$ cat config.mk
export PLATFORM = sky130hd
export DESIGN_NAME = seg7_scan_flat
export DESIGN_NICKNAME = d
export VERILOG_FILES = /design/src/rtl/seg7_scan_if.sv /design/src/rtl/seg7_scan.sv /design/src/flat_wrapper.sv
export SDC_FILE = /design/constraint.sdc
export NUM_CORES = 1
export LEC_CHECK = 0
export CAP_MARGIN = 10
export CORE_MARGIN = 1
export CORE_UTILIZATION = 54
export DETAILED_ROUTE_END_ITERATION = 7
export PLACE_DENSITY = 0.8
export REMOVE_ABC_BUFFERS = 1
export SYNTH_ARGS = -nofsm -noshare
export SYNTH_HDL_FRONTEND = slang
export SYNTH_SLANG_ARGS = --single-unit
$ cat constraint.sdc
create_clock -name CLK -period 2.5 [get_ports CLK]
set_input_delay 0.375 -clock CLK [delete_from_list [all_inputs] [get_ports CLK]]
set_output_delay 0.375 -clock CLK [all_outputs]
set_load 0.1 [all_outputs]
$ cat src/rtl/seg7_scan_if.sv
// Display bus between a datapath and the seg7_scan driver: scan control and
// value inputs toward the driver, segment/digit pins and frame strobe back.
interface seg7_scan_if #(
  parameter int DIGITS = 4
);
  logic                  EN;
  logic [4*DIGITS-1:0]   DIN;
  logic [DIGITS-1:0]     DP_IN;
  logic [DIGITS-1:0]     BLANK;
  logic [6:0]            HEX;
  logic                  DP;
  logic [DIGITS-1:0]     AN;
  logic                  FRAME;

  modport master (
    output EN, DIN, DP_IN, BLANK,
    input  HEX, DP, AN, FRAME
  );

  modport slave (
    input  EN, DIN, DP_IN, BLANK,
    output HEX, DP, AN, FRAME
  );
endinterface

$ cat src/rtl/seg7_scan.sv
// Time-multiplexed 7-segment scanner: one digit lit per SCAN_DIV cycles,
// inputs shadow-latched at each frame boundary so a frame never mixes values.
module seg7_scan #(
  parameter int DIGITS     = 4,
  parameter int SCAN_DIV   = 50000,
  parameter bit ACTIVE_LOW = 1'b1,
  parameter bit LZB        = 1'b0
) (
  input logic        CLK,
  input logic        RST,
  seg7_scan_if.slave bus
);
  localparam int CW = (SCAN_DIV > 1) ? $clog2(SCAN_DIV) : 1;
  localparam int IW = (DIGITS > 1) ? $clog2(DIGITS) : 1;
  localparam logic [CW-1:0]     CNT_LAST = CW'(SCAN_DIV - 1);
  localparam logic [IW-1:0]     IDX_LAST = IW'(DIGITS - 1);
  localparam logic [6:0]        HEX_OFF  = ACTIVE_LOW ? 7'h7F : 7'h00;
  localparam logic              DP_OFF   = ACTIVE_LOW;
  localparam logic [DIGITS-1:0] AN_OFF   = ACTIVE_LOW ? {DIGITS{1'b1}} : {DIGITS{1'b0}};

  function automatic logic [6:0] seg_decode(input logic [3:0] nib);
    case (nib)
      4'h0: seg_decode = 7'h3F;
      4'h1: seg_decode = 7'h06;
      4'h2: seg_decode = 7'h5B;
      4'h3: seg_decode = 7'h4F;
      4'h4: seg_decode = 7'h66;
      4'h5: seg_decode = 7'h6D;
      4'h6: seg_decode = 7'h7D;
      4'h7: seg_decode = 7'h27;
      4'h8: seg_decode = 7'h7F;
      4'h9: seg_decode = 7'h6F;
      4'hA: seg_decode = 7'h77;
      4'hB: seg_decode = 7'h7C;
      4'hC: seg_decode = 7'h39;
      4'hD: seg_decode = 7'h5E;
      4'hE: seg_decode = 7'h79;
      4'hF: seg_decode = 7'h71;
      default: seg_decode = 7'h00;
    endcase
  endfunction

  logic [CW-1:0]       r_cnt;
  logic [IW-1:0]       r_idx;
  logic [4*DIGITS-1:0] r_din;
  logic [DIGITS-1:0]   r_dp_in;
  logic [DIGITS-1:0]   r_blank;
  logic                r_frame;
  logic [6:0]          r_hex;
  logic                r_dp;
  logic [DIGITS-1:0]   r_an;

  logic                w_tick;
  logic                w_frame_edge;
  logic [3:0]          w_nib;
  logic                w_dp_sel;
  logic                w_blank_sel;
  logic                w_zero_run;
  logic                w_lz_dark;
  logic                w_dark;
  logic [DIGITS-1:0]   w_an_hi;

  assign w_tick       = bus.EN && (r_cnt == CNT_LAST);
  assign w_frame_edge = w_tick && (r_idx == IDX_LAST);

  // Walk from the top digit down so w_zero_run holds "this and all higher nibbles are zero".
  always_comb begin
    w_nib       = 4'h0;
    w_dp_sel    = 1'b0;
    w_blank_sel = 1'b0;
    w_zero_run  = 1'b1;
    w_lz_dark   = 1'b0;
    w_an_hi     = {DIGITS{1'b0}};
    for (int i = DIGITS - 1; i >= 0; i--) begin
      w_zero_run = w_zero_run && (r_din[4*i +: 4] == 4'h0);
      if (IW'(i) == r_idx) begin
        w_nib       = r_din[4*i +: 4];
        w_dp_sel    = r_dp_in[i];
        w_blank_sel = r_blank[i];
        w_lz_dark   = (i > 0) && w_zero_run;
        w_an_hi[i]  = 1'b1;
      end else begin
        w_an_hi[i]  = 1'b0;
      end
    end
    w_dark = w_blank_sel || (LZB && w_lz_dark);
  end

  // Prescaler and digit index; both freeze while EN is low.
  always_ff @(posedge CLK or posedge RST) begin
    if (RST) begin
      r_cnt <= '0;
      r_idx <= '0;
    end else if (w_tick) begin
      r_cnt <= '0;
      r_idx <= (r_idx == IDX_LAST) ? '0 : r_idx + 1'b1;
    end else if (bus.EN) begin
      r_cnt <= r_cnt + 1'b1;
      r_idx <= r_idx;
    end else begin
      r_cnt <= r_cnt;
      r_idx <= r_idx;
    end
  end

  // Shadow registers reload only at a frame boundary.
  always_ff @(posedge CLK or posedge RST) begin
    if (RST) begin
      r_din   <= '0;
      r_dp_in <= '0;
      r_blank <= '0;
      r_frame <= 1'b0;
    end else begin
      r_frame <= w_frame_edge;
      if (w_frame_edge) begin
        r_din   <= bus.DIN;
        r_dp_in <= bus.DP_IN;
        r_blank <= bus.BLANK;
      end else begin
        r_din   <= r_din;
        r_dp_in <= r_dp_in;
        r_blank <= r_blank;
      end
    end
  end

  // Pin registers; polarity applied by XOR with the off level.
  always_ff @(posedge CLK or posedge RST) begin
    if (RST) begin
      r_hex <= HEX_OFF;
      r_dp  <= DP_OFF;
      r_an  <= AN_OFF;
    end else if (!bus.EN) begin
      r_hex <= HEX_OFF;
      r_dp  <= DP_OFF;
      r_an  <= AN_OFF;
    end else begin
      r_hex <= (w_dark ? 7'h00 : seg_decode(w_nib)) ^ HEX_OFF;
      r_dp  <= (w_dp_sel && !w_dark) ^ DP_OFF;
      r_an  <= w_an_hi ^ AN_OFF;
    end
  end

  assign bus.HEX   = r_hex;
  assign bus.DP    = r_dp;
  assign bus.AN    = r_an;
  assign bus.FRAME = r_frame;
endmodule

$ cat src/flat_wrapper.sv
// flat-port wrapper written by rule: the top's interface ports become plain ports
module seg7_scan_flat 
#(
  parameter int DIGITS     = 4,
  parameter int SCAN_DIV   = 50000,
  parameter bit ACTIVE_LOW = 1'b1,
  parameter bit LZB        = 1'b0
)
  (CLK, RST, bus_EN, bus_DIN, bus_DP_IN, bus_BLANK, bus_HEX, bus_DP, bus_AN, bus_FRAME);
  seg7_scan_if #(.DIGITS(DIGITS)) bus_i ();
  input logic CLK;
  input logic RST;
  input wire logic [$bits(bus_i.EN)-1:0] bus_EN;
  input wire logic [$bits(bus_i.DIN)-1:0] bus_DIN;
  input wire logic [$bits(bus_i.DP_IN)-1:0] bus_DP_IN;
  input wire logic [$bits(bus_i.BLANK)-1:0] bus_BLANK;
  output wire logic [$bits(bus_i.HEX)-1:0] bus_HEX;
  output wire logic [$bits(bus_i.DP)-1:0] bus_DP;
  output wire logic [$bits(bus_i.AN)-1:0] bus_AN;
  output wire logic [$bits(bus_i.FRAME)-1:0] bus_FRAME;
  assign bus_i.EN = bus_EN;
  assign bus_i.DIN = bus_DIN;
  assign bus_i.DP_IN = bus_DP_IN;
  assign bus_i.BLANK = bus_BLANK;
  assign bus_HEX = bus_i.HEX;
  assign bus_DP = bus_i.DP;
  assign bus_AN = bus_i.AN;
  assign bus_FRAME = bus_i.FRAME;
  seg7_scan #(.DIGITS(DIGITS), .SCAN_DIV(SCAN_DIV), .ACTIVE_LOW(ACTIVE_LOW), .LZB(LZB)) u_core (.CLK(CLK), .RST(RST), .bus(bus_i));
endmodule
Yosys cells after proc, flatten, opt, wreduce, memory -nomap -nowiden. Memories as Yosys holds them, arrays and structs flattened. Index checks and enable logic that the tools add are counted.

Register bits: 55. ROM bits: 112. Output and inout bits: 13. Logic and storage cells: 50. Memories: 1.

Memory list: (name not given) (words 16, width 7, rd ports 1, clocked after Yosys merged registers in 0, write ports 0, line seg7_scan.sv:22) `case (nib)`.

Add/subtract/negate cells: 2. Equal/unequal tests: 5. Multiplexer cells: 24. Bitwise operators: 3. Reductions and logical operators: 6.

Operators by type and width (count): $mux 16 (2); $mux 7 (3); $mux 4 (5); $add 16x1->16 const B (1); $eq 16x16->1 const B (1); $mux 1 (13); $not 7->7 (1); $eq 2x2->1 const A (2); $not 4->4 (1); $logic_and 1x1->1 (3); $add 2x1->2 const B (1); $eq 1x2->1 const A (1); $eq 2x2->1 const B (1); $logic_not 2->1 (1); $mux 2 (1); $reduce_bool 2->1 (1); $logic_not 1->1 (1); $not 1->1 (1).

Logic depth before layout (Yosys ltp). Gate-level depths: netlist (run 1). An unclocked memory read counts as a cell.

Word-level depth: 10. Gate-level depth with buffers: 11.

Worst setup path before layout (run 1). No wires, ideal clock.

Path kind: register to register. From: reg u_core.r_idx[0]. To: reg u_core.r_hex[3], in the netlist u_core.bus.HEX[3]. Data arrival time: 2.029 ns. Data required time: 2.423 ns. Slack: 0.394 ns. Cell stages (with the launch flop): 11. Buffers on the path: 2. Path through: dfrtp_1 > inv_1 > ha_1 > buf_2 > buf_4 > a221o_1 > inv_1 > ha_1 > inv_1 > o2111a_1 > a31oi_1.

Cells in the longest elaborated chain, start to end: 10.

RTL lines: from (decl) (line seg7_scan.sv:44) `logic [IW-1:0] r_idx;`; from (signal assigned) (line seg7_scan.sv:96) `r_idx <= (r_idx == IDX_LAST) ? '0 : r_idx + 1'b1;`; from (signal assigned) (line seg7_scan.sv:99) `r_idx <= r_idx;`; from (signal assigned) (line seg7_scan.sv:102) `r_idx <= r_idx;`; $eq 2x2->1 (line seg7_scan.sv:76) `if (IW'(i) == r_idx) begin`; $mux 4 (4 in series) (line seg7_scan.sv:76); $mem_v2 16x7; $mux 7 (line seg7_scan.sv:133) `end else if (!bus.EN) begin`; $mux 7 (*) (line seg7_scan.sv:138) `r_hex <= (w_dark ? 7'h00 : seg_decode(w_nib)) ^ HEX_OFF;`; $not 7->7 (no line) (*); $mux 7 (*) (line seg7_scan.sv:133); to (signal assigned) (line seg7_scan.sv:138); to (decl) (line seg7_scan.sv:49) `logic [6:0] r_hex;`.

Every way passes the cells marked *; elsewhere a longest branch is shown, timed or not. The select of a mux whose other input is x is not followed. A chain may end at the register's enable or synchronous reset.

Worst setup path after layout (run 1). Same ends and word-level chain as after synthesis.

==> metrics.txt, run 1 <==
setup ws final 0.178 ns; Worst-Margin Slew 0.542 ns; crit path launch type flip-flop; average instance area after synthesis 11.6 sq um; NetSw 0.000473 W; Synth Area in Compound Gates 0.0805; worst-case reg-to-reg path depth 11; most frequent CP cell inv_1; DRT iter0 DRCs 74; clk buf depth 2; Inserted Diodes 0; CTS buffer count 5; clock sink count 55; WL/cell 14.0 um; Site Rows 25; Required @ worst endpoint 2.73 ns; clock-pin slew on the worst setup and hold paths 0.09 ns; Pwr Density 550 mW/mm^2; vias 1824; clock skew 0.00768 ns; final setup vio count 0; CTS tree built; Syn Inst Count 230; pin count of the biggest net entering global routing 37; Multi-input gate area 0.00117 sq mm; H-tree depth 2; Crit path largest cell delay 0.43 ns; Hold Crit Class input port to asynchronous set/reset pin; synth warn 0; total wire length 4800 um; asr flop ratio synth 1.00; area grow syn2layout 21.0%; fmax 431 MHz; R2R Path Start u_core.r_idx[0]$_DFFE_PP0N_; Tot Pwr 0.00177 W; final period utilization 0.929; crit-path cells inv_1 > ha_1 > buf_4 > a211o_1 > a21oi_1 > a221o_2 > inv_1 > ha_1 > inv_1 > o2111a_1 > a31oi_1; reg2reg end u_core.bus.HEX[3]$_DFF_PP1_; Gate power share 0.139; Setup TNS 0 ns; delay-heaviest family, CP compound AO/OA/AOI/OAI gates; Antenna Violating Nets Remaining 0; # IOs 40; Switching Fraction 0.268; Synth cell types 44; total global-route track usage 0.205; Starting Density 0.563; routability cong. 0.800; crit-path max FO 9; hpwl dp 3460 um; sequential power share 0.582; RSZ-0062 raised after global routing false; Final nets 312; global route total overflow 0; Peak VDD IR 0.000254 V; CP max stage cell dfrtp_1; drt via density 5.32; die footprint 0.00521 sq mm; Critical Path Sink Type flip-flop; setup slack, reg-to-reg 0.18 ns; relative slew slack 0.637; initial antenna violation count 0; max cap viols 0; EDFF count, synth 0; Hold Vio Cnt, Final 0; largest family of logic cells by synthesized area simple AND/OR/NAND/NOR gates; Min Clock Period, post-route 2.32 ns; clock power share 0.279; Worst-Skew Late Latency 0.30 ns; sequential fraction of the synthesis area 0.523; DIE WIDTH 72.2 um; Crit path buffers/inverters 4; Setup CP Type flip-flop to flip-flop; input/output buffers 39; Yosys reg bits 55; first-pass GRT wire length 8160 um; drt pass-1 iters 4; outcome complete, no violations; Slew Viols, Final 0; top cell type by total area after synthesis dfrtp_1; synth top area cells dfrtp_1 (40%), dfstp_2 (12%), mux2_2 (11%), ha_1 (4.7%), nand2_1 (3.0%); post-synthesis mux area share 0.117; Setup WS pre-CTS 0.0797 ns; critical path data arrival time 2.55 ns; Synth Area in Simple Gates 0.151; Filler cells 367; number of global-route vias before repair 1749; DIE HEIGHT 72.2 um; Leakage 1.50 nW; Sequential Area 0.00139 sq mm; Synth Area in Adders 0.0471; core area 0.00472 sq mm; Mapped Area 0.00266 sq mm; share of the synthesized area in the top cell type 0.405; top_reg_cell synth dfrtp_1; Synth Area in XOR/XNOR 0.0428; DRC viols 0; share of cells above drive strength 1 0.275; cell internal pwr 0.00129 W; clock root buffer clkbuf_8
==> placed cells by master, fill, tap and decap left out, types with 4 or more instances in the layout <==
| master | instances |
|---|---|
| a211oi_1 | 4 |
| and3_1 | 4 |
| buf_4 | 22 |
| clkbuf_8 | 6 |
| clkdlybuf4s50_1 | 26 |
| dfrtp_1 | 43 |
| dfstp_2 | 12 |
| ha_1 | 8 |
| inv_1 | 8 |
| mux2_2 | 25 |
| nand2_1 | 21 |
| nand3_1 | 8 |
| nand3b_1 | 4 |
| nand4_1 | 4 |
| nor2_1 | 16 |
| nor2b_1 | 5 |
| nor3b_1 | 4 |
| o21ai_0 | 5 |
| xnor2_1 | 6 |
| xor2_1 | 7 |
==> metal layers <==
layer  vias up  track usage  part of all wire
li1        889            -                 -
met1       898        0.296              0.49
met2        33        0.312              0.47
met3         4       0.0375             0.030
met4         0       0.0719            0.0092
met5         -            0                 0
==> worst reg2reg max path, delay by kind of cell, from the launching register on <==
family / cells / cell delay (ns)
compound gates: 5 / 0.95
fa+ha+maj: 2 / 0.42
buf+inv: 4 / 0.47
flops: 1 / 0.43
==> state kept, by name, indices dropped and copies added, names as in the netlist <==
register and cells:
u_core.r_cnt 16, u_core.r_din 16, u_core.bus.HEX 7, u_core.bus.AN 4, u_core.r_blank 4, u_core.r_dp_in 4
u_core.r_idx 2, u_core.bus.DP 1, u_core.bus.FRAME 1
==> per-stage QoR <==
step	area (sq um)	utilization	cells	hold slack, ns
6_report	3220	0.681	343	0.398
5_1_grt	3220	0.681	343	0.439
4_1_cts	3210	0.680	343	0.403
3_5_place_dp	3120	0.660	335	0.479
3_3_place_gp	3120	0.660	335	0.483
2_1_floorplan	2590	-	219	0.414
==> cell usage after synthesis (6+ instances only) <==
cell      n
dfrtp_1  43
mux2_2   25
nand2_1  21
nor2_1   16
dfstp_2  12
ha_1     10
inv_1     9
nand3_1   8
buf_2     7
xor2_1    7
xnor2_1   6
==> cells by family (layout without fill, tap and decap cells) <==
kind of cell    count (synthesis)  after routing
simple gates                   76             76
flops                          55             55
compound gates                 28             28
mux                            28             28
buf+inv                        20             66
xor+xnor                       13             13
fa+ha+maj                      10             10
==> power by group through the flow <==
| stage | sequential (W) | combinational [W] | clock [W] |
|---|---|---|---|
| final | 0.00103 | 0.000245 | 0.000494 |
| after global routing | 0.00104 | 0.000270 | 0.000545 |
| after CTS | 0.00103 | 0.000249 | 0.000516 |
| after detailed placement | 0.00104 | 0.000250 | 0 |
| after global placement | 0.00104 | 0.000243 | 0 |
| after floorplan | 0.00107 | 0.000124 | 0 |
==> how the worst max path moves through the flow <==
stage | startpoint | end | cells after the start
after global routing | u_core.r_idx[0]$_DFFE_PP0N_ | u_core.bus.HEX[3]$_DFF_PP1_ | 11
after CTS | u_core.r_idx[1]$_DFFE_PP0N_ | u_core.bus.HEX[3]$_DFF_PP1_ | 10
final | u_core.r_idx[0]$_DFFE_PP0N_ | u_core.bus.HEX[3]$_DFF_PP1_ | 11
after floorplan | u_core.r_idx[0]$_DFFE_PP0N_ | u_core.bus.HEX[4]$_DFF_PP1_ | 6
after global placement | u_core.r_idx[1]$_DFFE_PP0N_ | u_core.bus.HEX[3]$_DFF_PP1_ | 10
after detailed placement | u_core.r_idx[1]$_DFFE_PP0N_ | u_core.bus.HEX[3]$_DFF_PP1_ | 10
==> final cells by class <==
class,instances,share of cell area
tap,67,0.0261
clock inverter,1,0.00156
sequential,55,0.433
clock buffer,7,0.0268
timing repair buffer,49,0.138
inverter,9,0.0105
multi-input combinational,155,0.364
==> timing repair <==
action | in CTS | in global routing
hold buffers | 0 | 0
resized for setup | 0 | 3
buffers inserted | 0 | 0
setup endpoints to repair | 0 | 3
Note: power is estimated with default switching activity, not from simulation.
==> run 2: changes to the inputs <==
- CORE_MARGIN: 1 -> 4
- HOLD_SLACK_MARGIN: default -> 0.02
==> run 2 against run 1 <==
Against the previous run:
- sequential cell count unchanged
- global-route usage decreased by 2.2 points
- die area increased by 17%
- combinational power about the same
- clock skew increased by 0.0016 ns
- clock power about the same
- sequential share of layout area decreased by 0.17 points
- critical path type unchanged
- largest cell class unchanged
- highest routed layer unchanged
==> metrics.txt, run 2 (synthesized netlist as in run 1, its figures left out) <==
Worst-Margin Slew 0.530 ns (was 0.542 ns); pin count of the biggest net entering global routing 33 (was 37); Min Clock Period, post-route 2.29 ns (was 2.32 ns); Pwr Density 548 mW/mm^2 (was 550 mW/mm^2); DRC viols 0 (unchanged); drt pass-1 iters 4 (unchanged); Hold Vio Cnt, Final 0 (unchanged); first-pass GRT wire length 8850 um (was 8160 um); max cap viols 0 (unchanged); CTS buffer count 5 (unchanged); Multi-input gate area 0.00117 sq mm (about the same); WHS 0.416 ns (was 0.398 ns); clock skew 0.00933 ns (was 0.00768 ns); global route total overflow 0 (unchanged); die footprint 0.00611 sq mm (was 0.00521 sq mm); final period utilization 0.918 (was 0.929); Sequential Area 0.00139 sq mm (unchanged); clock-pin slew on the worst setup and hold paths 0.10 ns (was 0.09 ns); DRT iter0 DRCs 103 (was 74); Required @ worst endpoint 2.73 ns (about the same); hpwl dp 3740 um (was 3460 um); CTS tree built (unchanged); WL/cell 14.7 um (was 14.0 um); total global-route track usage 0.182 (was 0.205); Slew Viols, Final 0 (unchanged); Inserted Diodes 0 (unchanged); Critical Path Sink Type flip-flop (unchanged); worst-case reg-to-reg path depth 11 (unchanged); Antenna Violating Nets Remaining 0 (unchanged); RSZ-0062 raised after global routing false (unchanged); Setup TNS 0 ns (unchanged); DIE HEIGHT 78.2 um (was 72.2 um); share of cells above drive strength 1 0.277 (was 0.275); reg2reg end u_core.bus.HEX[3]$_DFF_PP1_ (unchanged); Setup crit end u_core.bus.HEX[3]$_DFF_PP1_ (unchanged); crit path launch u_core.r_idx[0]$_DFFE_PP0N_ (unchanged); area grow syn2layout 21.5% (was 21.0%); clock root buffer clkbuf_8 (unchanged); fmax 436 MHz (was 431 MHz); Site Rows 25 (unchanged); drt via density 5.32 (about the same); setup slack, reg-to-reg 0.21 ns (was 0.18 ns); Hold Buf Count CTS 0 (unchanged); vias 1835 (was 1824); Leakage 1.50 nW (about the same); Setup CP Type flip-flop to flip-flop (unchanged); H-tree depth 2 (unchanged); Final nets 314 (was 312); Peak VDD IR 0.000393 V (was 0.000254 V); number of global-route vias before repair 1875 (was 1749); Starting Density 0.559 (was 0.563); total wire length 5060 um (was 4800 um); Worst-Skew Late Latency 0.31 ns (was 0.30 ns); most frequent cells in the layout dfrtp_1 (43), clkdlybuf4s50_1 (26), mux2_2 (25) (unchanged); Hold Crit Class input port to asynchronous set/reset pin (unchanged); # IOs 40 (unchanged); crit path launch type flip-flop (unchanged); commonest non-fill, non-tap cell in the layout dfrtp_1 (unchanged); clk buf depth 2 (unchanged); relative slew slack 0.645 (was 0.637); input/output buffers 39 (unchanged); routability cong. 0.872 (was 0.800); final setup vio count 0 (unchanged); clock sink count 55 (unchanged); outcome complete, no violations (unchanged); crit-path max FO 10 (was 9); critical path data arrival time 2.52 ns (was 2.55 ns); R2R Path Start u_core.r_idx[0]$_DFFE_PP0N_ (unchanged); Filler cells 367 (unchanged); DIE WIDTH 78.2 um (was 72.2 um); core area 0.00475 sq mm (was 0.00472 sq mm); initial antenna violation count 0 (unchanged)
run 2: cell count changes in the layout (fill, tap and decap cells not counted), sizes merged:
cell	delta
inv	+1
clkinv	-1
clkbuf	-2
buf	+2
clkinvlp	+2
run 2: final cells by class:
cell class / count / area share
inverters: 9 / 0.0105
multi-input cells: 155 / 0.361
clock buffers: 5 / 0.0213
well taps: 67 / 0.0260
repair buffers: 51 / 0.143
clock inverters: 3 / 0.00736
flip-flops and latches: 55 / 0.431
run 2: critical path, stage by stage, from the launching register on:
cell	delay [ns]
dfrtp_1	0.40
inv_1	0.09
ha_1	0.21
buf_4	0.17
a211o_1	0.29
a21oi_1	0.14
a221o_1	0.24
buf_4	0.16
ha_1	0.23
nand2_1	0.08
o2111a_1	0.16
a31oi_1	0.04
run 2: routing by layer:
layer	up-vias	GRT usage	share of wire
met1	901	0.247	0.46
met3	4	0.0344	0.034
met4	0	0.0524	0.0089
li1	896	-	-
met2	34	0.301	0.50
met5	-	0	0
run 2: metrics by stage:
step | worst slack (ns) | power, W | cell area [sq um] | std cells | util
2_1_floorplan | 0.341 | 0.00120 | 2590 | 219 | -
3_3_place_gp | 0.289 | 0.00128 | 3120 | 335 | 0.656
3_5_place_dp | 0.178 | 0.00129 | 3120 | 335 | 0.656
4_1_cts | 0.128 | 0.00178 | 3210 | 343 | 0.676
5_1_grt | 0.0265 | 0.00185 | 3230 | 345 | 0.679
6_report | 0.205 | 0.00177 | 3230 | 345 | 0.679
run 2: worst min path at each step:
stage | slack, ns | endpoint | depth (start not counted) | start
5_1_grt | 0.47 | u_core.r_cnt[12]$_DFFE_PP0P_ | 2 | RST
3_3_place_gp | 0.48 | u_core.r_cnt[15]$_DFFE_PP0P_ | 1 | u_core.r_cnt[15]$_DFFE_PP0P_
3_5_place_dp | 0.49 | u_core.r_cnt[10]$_DFFE_PP0P_ | 1 | u_core.r_cnt[10]$_DFFE_PP0P_
4_1_cts | 0.43 | u_core.r_cnt[12]$_DFFE_PP0P_ | 2 | RST
6_report | 0.42 | u_core.r_cnt[12]$_DFFE_PP0P_ | 2 | RST
2_1_floorplan | 0.41 | u_core.bus.AN[1]$_DFF_PP1_ | 1 | bus_EN
run 2: repair_timing:
item | in CTS | in global routing
gates resized for setup | 0 | 1
setup endpoints to repair | 0 | 3
setup buffers | 0 | 2
run 2: where the power goes:
group	internal [W]	switching [W]
logic	0.000113	0.000133
clock network	0.000201	0.000296
registers	0.000958	0.0000696
total	0.00127	0.000498
==> run 3: changes to the inputs <==
- CORE_MARGIN: 4 -> default
==> results of run 3 <==
The final DEF is identical to that of run 1; final timing and power are the same.
